## src/rtl/gpio_bank.sv

```systemverilog
`default_nettype none
// =============================================================================
// Module      : gpio_bank
// Description : Memory-mapped GPIO bank with atomic set/clear/toggle, input
//               synchroniser and per-pin edge interrupts (sticky W1C status).
// Revision    : 1.0 - initial release
// =============================================================================
module gpio_bank #(
    parameter int          GPIO_W      = 32,
    parameter logic [31:0] BASE_ADDR   = 32'hFFFFFF00,
    parameter int          SYNC_STAGES = 2
) (
    input  logic              clk,
    input  logic              rst,
    input  logic              write_mem,
    input  logic              read_mem,
    input  logic [31:0]       data_address,
    input  logic [31:0]       data_to_write,
    input  logic [31:0]       data_from_mem,
    output logic [31:0]       data_read,
    output logic [GPIO_W-1:0] io_out,
    output logic [GPIO_W-1:0] io_oe,
    input  logic [GPIO_W-1:0] io_in,
    output logic              irq
);

    localparam logic [5:0] c_off_out    = 6'h00;
    localparam logic [5:0] c_off_oe     = 6'h04;
    localparam logic [5:0] c_off_in     = 6'h08;
    localparam logic [5:0] c_off_set    = 6'h0C;
    localparam logic [5:0] c_off_clr    = 6'h10;
    localparam logic [5:0] c_off_tgl    = 6'h14;
    localparam logic [5:0] c_off_rise   = 6'h18;
    localparam logic [5:0] c_off_fall   = 6'h1C;
    localparam logic [5:0] c_off_status = 6'h20;

    logic [GPIO_W-1:0] out_q,     out_d;
    logic [GPIO_W-1:0] oe_q,      oe_d;
    logic [GPIO_W-1:0] rise_en_q, rise_en_d;
    logic [GPIO_W-1:0] fall_en_q, fall_en_d;
    logic [GPIO_W-1:0] status_q,  status_d;
    logic [GPIO_W-1:0] prev_q,    prev_d;
    logic [GPIO_W-1:0] sync_q [SYNC_STAGES];
    logic [GPIO_W-1:0] sync_d [SYNC_STAGES];

    logic [5:0]        w_offset;
    logic              w_hit;
    logic              w_wr;
    logic [GPIO_W-1:0] w_wdata;
    logic [GPIO_W-1:0] w_sync_in;
    logic [GPIO_W-1:0] w_w1c;
    logic [GPIO_W-1:0] w_rise_evt;
    logic [GPIO_W-1:0] w_fall_evt;
    logic [31:0]       w_rd_reg;

    assign w_offset  = data_address[5:0];
    assign w_hit     = (data_address[31:6] == BASE_ADDR[31:6]) &&
                       (data_address[1:0] == 2'b00) &&
                       (w_offset <= c_off_status);
    assign w_wr      = write_mem && w_hit;
    assign w_wdata   = data_to_write[GPIO_W-1:0];
    assign w_sync_in = sync_q[SYNC_STAGES-1];

    always_comb begin
        out_d     = out_q;
        oe_d      = oe_q;
        rise_en_d = rise_en_q;
        fall_en_d = fall_en_q;
        w_w1c     = '0;
        if (w_wr) begin
            case (w_offset)
                c_off_out:    out_d     = w_wdata;
                c_off_oe:     oe_d      = w_wdata;
                c_off_set:    out_d     = out_q | w_wdata;
                c_off_clr:    out_d     = out_q & ~w_wdata;
                c_off_tgl:    out_d     = out_q ^ w_wdata;
                c_off_rise:   rise_en_d = w_wdata;
                c_off_fall:   fall_en_d = w_wdata;
                c_off_status: w_w1c     = w_wdata;
                default:      ;
            endcase
        end
    end

    // Edge events are OR-ed in after the W1C mask so a coincident event wins.
    always_comb begin
        w_rise_evt = w_sync_in & ~prev_q & rise_en_q;
        w_fall_evt = ~w_sync_in & prev_q & fall_en_q;
        status_d   = (status_q & ~w_w1c) | w_rise_evt | w_fall_evt;
        prev_d     = w_sync_in;
        sync_d[0]  = io_in;
        for (int i = 1; i < SYNC_STAGES; i++) begin
            sync_d[i] = sync_q[i-1];
        end
    end

    always_ff @(posedge clk or posedge rst) begin
        if (rst) begin
            out_q     <= '0;
            oe_q      <= '0;
            rise_en_q <= '0;
            fall_en_q <= '0;
            status_q  <= '0;
            prev_q    <= '0;
            for (int i = 0; i < SYNC_STAGES; i++) begin
                sync_q[i] <= '0;
            end
        end else begin
            out_q     <= out_d;
            oe_q      <= oe_d;
            rise_en_q <= rise_en_d;
            fall_en_q <= fall_en_d;
            status_q  <= status_d;
            prev_q    <= prev_d;
            sync_q    <= sync_d;
        end
    end

    // Write-only registers and unused upper bits fall through as zero.
    always_comb begin
        w_rd_reg = '0;
        case (w_offset)
            c_off_out:    w_rd_reg[GPIO_W-1:0] = out_q;
            c_off_oe:     w_rd_reg[GPIO_W-1:0] = oe_q;
            c_off_in:     w_rd_reg[GPIO_W-1:0] = w_sync_in;
            c_off_rise:   w_rd_reg[GPIO_W-1:0] = rise_en_q;
            c_off_fall:   w_rd_reg[GPIO_W-1:0] = fall_en_q;
            c_off_status: w_rd_reg[GPIO_W-1:0] = status_q;
            default:      ;
        endcase
    end

    assign data_read = (read_mem && w_hit) ? w_rd_reg : data_from_mem;
    assign io_out    = out_q;
    assign io_oe     = oe_q;
    assign irq       = |(status_q & (rise_en_q | fall_en_q));

endmodule
`default_nettype wire

```

## config.mk

```make
export PLATFORM = sky130hd
export DESIGN_NAME = gpio_bank
export DESIGN_NICKNAME = d
export VERILOG_FILES = /design/src/rtl/gpio_bank.sv
export SDC_FILE = /design/constraint.sdc
export NUM_CORES = 1
export LEC_CHECK = 0
export ABC_AREA = 1
export CAP_MARGIN = 20
export CORE_MARGIN = 2
export CORE_UTILIZATION = 49
export DETAILED_ROUTE_END_ITERATION = 8
export GPL_TIMING_DRIVEN = 0
export PLACE_DENSITY = 0.76
export SYNTH_ARGS = -nofsm -noshare
export SYNTH_HDL_FRONTEND = slang
export SYNTH_SLANG_ARGS = --single-unit
```

## constraint.sdc

```tcl
create_clock -name clk -period 8.3 [get_ports clk]
set_clock_uncertainty 0.05 [all_clocks]
set_input_delay 1.245 -clock clk [delete_from_list [all_inputs] [get_ports clk]]
set_output_delay 1.245 -clock clk [all_outputs]
set_load 0.02 [all_outputs]
```

==> results of run 1 <==
==> logic make-up (layout without fill, tap and decap cells) <==
kind of cell / Yosys count / count (layout) / share of synthesized area, %
and+or+nand+nor: 1154 / 1154 / 33.4
other: 0 / 1 / 0
buffers and inverters: 340 / 626 / 9.15
AOI/OAI and AO/OA: 157 / 157 / 6.98
DFF: 256 / 256 / 44.9
adders and majority gates: 64 / 64 / 5.61
==> placed cells by master, fill, tap and decap left out, types with 24 or more instances in the layout <==
cell,Yosys,routed
clkbuf_16,0,28
clkdlybuf4s50_1,0,228
inv_1,239,238
nor2_1,279,279
nand3_1,112,112
o21ai_0,25,25
dfrtp_1,256,256
nand2_1,648,648
buf_2,24,24
ha_1,64,64
nand4_1,107,107
a21oi_1,31,31
a31oi_1,32,32
o21bai_1,64,64
clkbuf_1,53,60
==> final cells by class <==
cell class / instances / share of cell area [%]
antenna: 1 / 0.0138
buffer: 100 / 2.23
clock buffer: 39 / 4.30
clock inverter: 13 / 1.24
inverter: 240 / 4.98
multi-input combinational: 1375 / 36.1
sequential: 256 / 35.3
tap: 384 / 2.64
timing repair buffer: 234 / 13.2
==> final timing paths <==
| check | cells past startpoint | end | slack [ps] | startpoint |
|---|---|---|---|---|
| worst max-delay path | 13 | data_read[15] | 2010 | data_address[1] |
| worst min-delay path | 0 | prev_d[13] | 300 | sync_d[13] |
| worst max register to register | 8 | io_out[20] | 6840 | io_out[20] |
| worst min register to register | 0 | prev_d[13] | 300 | sync_d[13] |
| max in group asynchronous | 4 | prev_d[26] | 6110 | rst |
| min in group asynchronous | 2 | sync_d[4] | 1130 | rst |
==> metal layers <==
metal	global-route usage [%]	wire (µm)	vias to the layer above
met1	41.5	18500	6709
met4	14.2	2220	0
li1	-	-	6730
met3	7.25	5840	157
met2	48.4	21400	911
met5	0	0	-
==> flip-flops by register name (all words and copies together), names as in the netlist <==
register   flops
io_out        32
prev_q        32
fall_en_q     32
status_q      32
rise_en_q     32
prev_d        32
sync_d        32
io_oe         32
==> stage by stage <==
stage	cell area, µm²	utilization (%)	setup WS [ps]	instances
3_3_place_gp	17000	59.4	1720	2583
2_1_floorplan	14300	-	3630	1971
5_1_grt	18200	63.3	1890	2642
3_5_place_dp	17200	59.8	2190	2589
4_1_cts	18200	63.3	2190	2641
6_report	18200	63.3	2010	2642
==> report_power, final <==
part	switching (W)	leakage [nW]	internal [W]	total [W]
registers	0.0000167	3.02	0.00127	0.00129
logic	0.000152	6.22	0.000104	0.000255
clock network	0.000539	0.488	0.000818	0.00136
total	0.000708	9.73	0.00219	0.00290
==> flow_summary.json, run 1 <==
{
  "htreeDepth": 1,
  "fin_nets": 2431,
  "die_y_um": 175,
  "drv_slew": 0,
  "cts_max_path_buffers": 3,
  "power.density_nw_per_um2": 160,
  "cts_buffers": 28,
  "seq_area_frac_synth_pct": 44.9,
  "synth.distinct_cells": 22,
  "ys_ff_latch": 256,
  "cp_data_arrival_time_ps": 5000,
  "worst_pin_slew_ps": 916,
  "finalWorstPathRequiredPeriod_ps": 6290,
  "vias": 14507,
  "crit_chain": "clkdlybuf4s50_1 > nor2_1 > buf_2 > nand2_1 > nor2_1 > nand2_1 > nor2_1 > nand3_2 > clkbuf_1 > nand2_1 > inv_1 > nor2_1 > clkdlybuf4s50_1",
  "hold_class": "reg -> reg",
  "hold_viol_final": 0,
  "cts_tree": "built",
  "multi_input_area_um2": 6560,
  "crit_top_cell": "nor2_1",
  "grt_pass1_vias": 14172,
  "die_area_um2": 30500,
  "fin_tns_setup_ps": 0,
  "placementRows": 62,
  "grt_max_degree": 42,
  "core_area_um2": 28700,
  "dp_hpwl_um": 35300,
  "via_per_inst": 5.49,
  "grt_pass1_wl_um": 75000,
  "setup_viol": 0,
  "critPathKind": "in -> out",
  "drive_gt1_share_pct": 3.63,
  "end_kind": "output pin",
  "max-vdd-ir-drop_mv": 0.156,
  "regArea_um2": 6410,
  "clock_latency_ps": 570,
  "async_flop_share_pct": 100,
  "first_pass_iters": 8,
  "antenna_found_initial": 1,
  "fmax_mhz": 159,
  "critPathMaxStageDelay_ps": 670,
  "areaGrowthSynthToFinish_pct": 27.3,
  "gp_congestion": 0.928,
  "cts_resized": 0,
  "avgSynthCellArea_um2": 7.24,
  "track_usage_pct": 31.1,
  "finalCritPeriodShare_pct": 75.8,
  "clkSinkCount": 256,
  "worstPathMaxFanout": 10,
  "max-slew-margin-rel_pct": 38.9,
  "p_leak_nw": 9.73,
  "synthFlopType": "dfrtp_1",
  "cpMaxStageDelayCell": "clkdlybuf4s50_1",
  "status": "completed",
  "routedWlPerCell_um": 18.2,
  "postCtsSetupRepairBufs": 0,
  "wirelength_um": 48000,
  "ant_nets": 0,
  "synth_common_cells": "nand2_1 (648), nor2_1 (279), dfrtp_1 (256), inv_1 (239), nand3_1 (112)",
  "gr-total-overflow": 0,
  "die_x_um": 175,
  "initial_utilization_pct": 49.7,
  "synth_warnings": 0,
  "ctsRootBufferMaster": "clkbuf_16",
  "critPathBufInv": 5,
  "ios": 229,
  "cts_hold_buf": 0,
  "drc": 0,
  "drt_iter0_markers": 1829,
  "synth_edf_count": 0,
  "rsz0062_at_grt": "false",
  "io_buffers": 228,
  "whs_ps": 296,
  "synth_top_area_cell": "dfrtp_1",
  "total_power_w": 0.00290,
  "synth_area_leaders": "dfrtp_1 (45%), nand2_1 (17%), nor2_1 (7.3%)",
  "yosysMostFrequentCell": "nand2_1",
  "cp_top_family": "buffers and inverters",
  "num-fill-cells": 2530,
  "synth.top_cell.area_share_pct": 44.9,
  "clk_pin_slew_ps": 60,
  "syn-cell-area_um2": 14300,
  "netlist_instances": 1971,
  "syn_nets": 2167,
  "start_kind": "primary input",
  "max-cap-violations": 0,
  "cp_data_required_time_ps": 7010
}
Note: power is estimated with default switching activity, not from simulation.
==> inputs of run 2 (changes only) <==
--- a/config.mk
+++ b/config.mk
@@ -8,10 +8,10 @@
 export ABC_AREA = 1
 export CAP_MARGIN = 20
 export CORE_MARGIN = 2
-export CORE_UTILIZATION = 49
+export CORE_UTILIZATION = 55
 export DETAILED_ROUTE_END_ITERATION = 8
 export GPL_TIMING_DRIVEN = 0
-export PLACE_DENSITY = 0.76
+export PLACE_DENSITY = 0.81
 export SYNTH_ARGS = -nofsm -noshare
 export SYNTH_HDL_FRONTEND = slang
 export SYNTH_SLANG_ARGS = --single-unit
==> constraint.sdc (replaced) <==
create_clock -name clk -period 5.9 [get_ports clk]
set_clock_uncertainty 0.05 [all_clocks]
set_input_delay 0.885 -clock clk [delete_from_list [all_inputs] [get_ports clk]]
set_output_delay 0.885 -clock clk [all_outputs]
set_load 0.02 [all_outputs]
==> run 2 against run 1 <==
Net effect:
- critical path depth is the same
- global-route usage grew 3.7 points
- highest routed layer unchanged
- via count grew 1.2%
- largest cell class unchanged
- register-to-register slack lost 2400 ps
- clock power grew 35%
- combinational power grew 41%
- sequential cell count is the same
- hold slack lost 3.3 ps
- die area shrank 11%
- non-clock buffer count is the same
- sequential share of layout area grew 0.23 points
- final cell count shrank 2.1%
==> flow_summary.json, run 2 (synthesis gave the netlist of run 1 again) <==
{
  "finalCritPeriodShare_pct": 87.7,
  "die_y_um": 165,
  "busiest_layer": "met2",
  "cp_top_family": "buffers and inverters",
  "wirelength_um": 47600,
  "gr-usage-met1_pct": 46.6,
  "clkPwrFrac_pct": 45.7,
  "gp_congestion": 0.962,
  "track_usage_pct": 34.8,
  "gr-total-overflow": 0,
  "end_kind": "output pin",
  "die_x_um": 165,
  "ant_nets": 0,
  "cts_buffers": 27,
  "vias": 14678,
  "io_buffers": 228,
  "layout_common_cells": "nand2_1 (648), nor2_1 (279), dfrtp_1 (256)",
  "use_met2_pct": 54.8,
  "antenna_found_initial": 1,
  "worst_pin_slew_ps": 817,
  "ctsRootBufferMaster": "clkbuf_16",
  "via_per_inst": 5.68,
  "die_area_um2": 27300,
  "initial_utilization_pct": 56.4,
  "drive_gt1_share_pct": 3.81,
  "cp_data_required_time_ps": 4970,
  "total_power_w": 0.00400,
  "grt_pass1_wl_um": 73400,
  "clock_latency_ps": 550,
  "first_pass_iters": 6,
  "hold_class": "reg -> reg",
  "cts_max_path_buffers": 3,
  "dpl_worst_slack_ps": 838,
  "routedWlPerCell_um": 18.4,
  "seqPwrFrac_pct": 45.3,
  "switchingPower_w": 0.000990,
  "status": "completed",
  "cts_tree": "built",
  "hold_viol_final": 0,
  "cts_hold_buf": 0,
  "core_area_um2": 25300,
  "rsz0062_at_grt": "false",
  "comb_power_share_pct": 9.0,
  "ios": 229,
  "cts_resized": 0,
  "drc": 0,
  "cp_data_arrival_time_ps": 4240,
  "crit_top_cell": "nor2_1",
  "sw_frac_of_total_pct": 24.7,
  "drv_slew": 0,
  "max-slew-margin-rel_pct": 45.5,
  "htreeDepth": 1,
  "setup_ws_ps": 725,
  "clk_pin_slew_ps": 70,
  "max-cap-violations": 0,
  "max-vdd-ir-drop_mv": 0.241,
  "critPathBufInv": 5,
  "clkSinkCount": 256,
  "fmax_mhz": 193,
  "crit_chain": "clkdlybuf4s50_1 > nor2_1 > buf_2 > nand2_1 > nor2_1 > nand2_1 > nor2_1 > nand3_2 > clkbuf_1 > nand2_1 > inv_1 > nor2_1 > clkdlybuf4s50_1",
  "grt_pass1_vias": 13946,
  "grt_max_degree": 43,
  "worstPathMaxFanout": 10,
  "finalWorstPathRequiredPeriod_ps": 5170,
  "areaGrowthSynthToFinish_pct": 26.5,
  "power.density_nw_per_um2": 222,
  "setup_viol": 0,
  "postCtsSetupRepairBufs": 0,
  "drt_iter0_markers": 1767,
  "start_kind": "primary input",
  "cpMaxStageDelayCell": "clkdlybuf4s50_1",
  "placementRows": 58,
  "internal-power_w": 0.00301,
  "p_leak_nw": 9.71,
  "final_common_cell": "nand2_1",
  "dp_hpwl_um": 34700,
  "grt.met3_usage_pct": 7.99,
  "critPathKind": "in -> out",
  "fin_nets": 2430,
  "critPathMaxStageDelay_ps": 610
}
## run 2: cell count changes in the layout (fill, tap and decap cells not counted)
| cell | before | now |
|---|---|---|
| clkbuf_1 | 60 | 54 |
| clkbuf_8 | 4 | 1 |
| clkinv_4 | 2 | 5 |
| clkinvlp_4 | 2 | 5 |
| clkinv_2 | 4 | 6 |
| clkbuf_16 | 28 | 27 |
| clkinv_16 | 1 | 0 |
| inv_6 | 0 | 1 |
## run 2: area by class of cell
cell class	count	area, µm²
sequential	256	6410
timing repair buffer	234	2400
antenna	1	2.50
tap	330	413
buffer	100	405
clock inverter	21	263
multi-input combinational	1375	6560
clock buffer	29	693
inverter	240	905
fill	2015	7280
## run 2: layer usage
| metal | vias up | part of all wire [%] |
|---|---|---|
| met5 | - | 0 |
| met4 | 0 | 4.0 |
| met3 | 147 | 13 |
| met2 | 932 | 46 |
| met1 | 6864 | 38 |
| li1 | 6735 | - |
## run 2: power groups by stage
stage	Sequential [W]	Combinational (W)	Clock [W]
after floorplan	0.00184	0.000151	0
after global placement	0.00184	0.000334	0
after detailed placement	0.00184	0.000351	0
after CTS	0.00181	0.000353	0.00184
after global routing	0.00181	0.000389	0.00192
final	0.00181	0.000359	0.00183
## run 2: path summary, 6_finish.rpt
| check | from | end | slack, ps | cells after the start |
|---|---|---|---|---|
| setup / recovery | data_address[1] | data_read[17] | 730 | 13 |
| max in group asynchronous | rst | io_out[22] | 3740 | 6 |
| hold reg to reg | sync_d[24] | prev_d[24] | 290 | 0 |
| setup reg to reg | io_out[19] | io_out[19] | 4450 | 8 |
| hold / removal | sync_d[24] | prev_d[24] | 290 | 0 |
| min in group asynchronous | rst | prev_d[7] | 660 | 2 |
## run 2: through the flow
stage                     utilization, %  instance area (µm²)  hold slack, ps  cells  TNS (ps)
after floorplan                        -                14300             281   1971         0
after global placement              67.0                17000             281   2529    -64530
after detailed placement            67.5                17100             285   2535         0
after CTS                           71.3                18000             295   2585         0
after global routing                71.3                18000             300   2585         0
final                               71.3                18100             293   2586         0
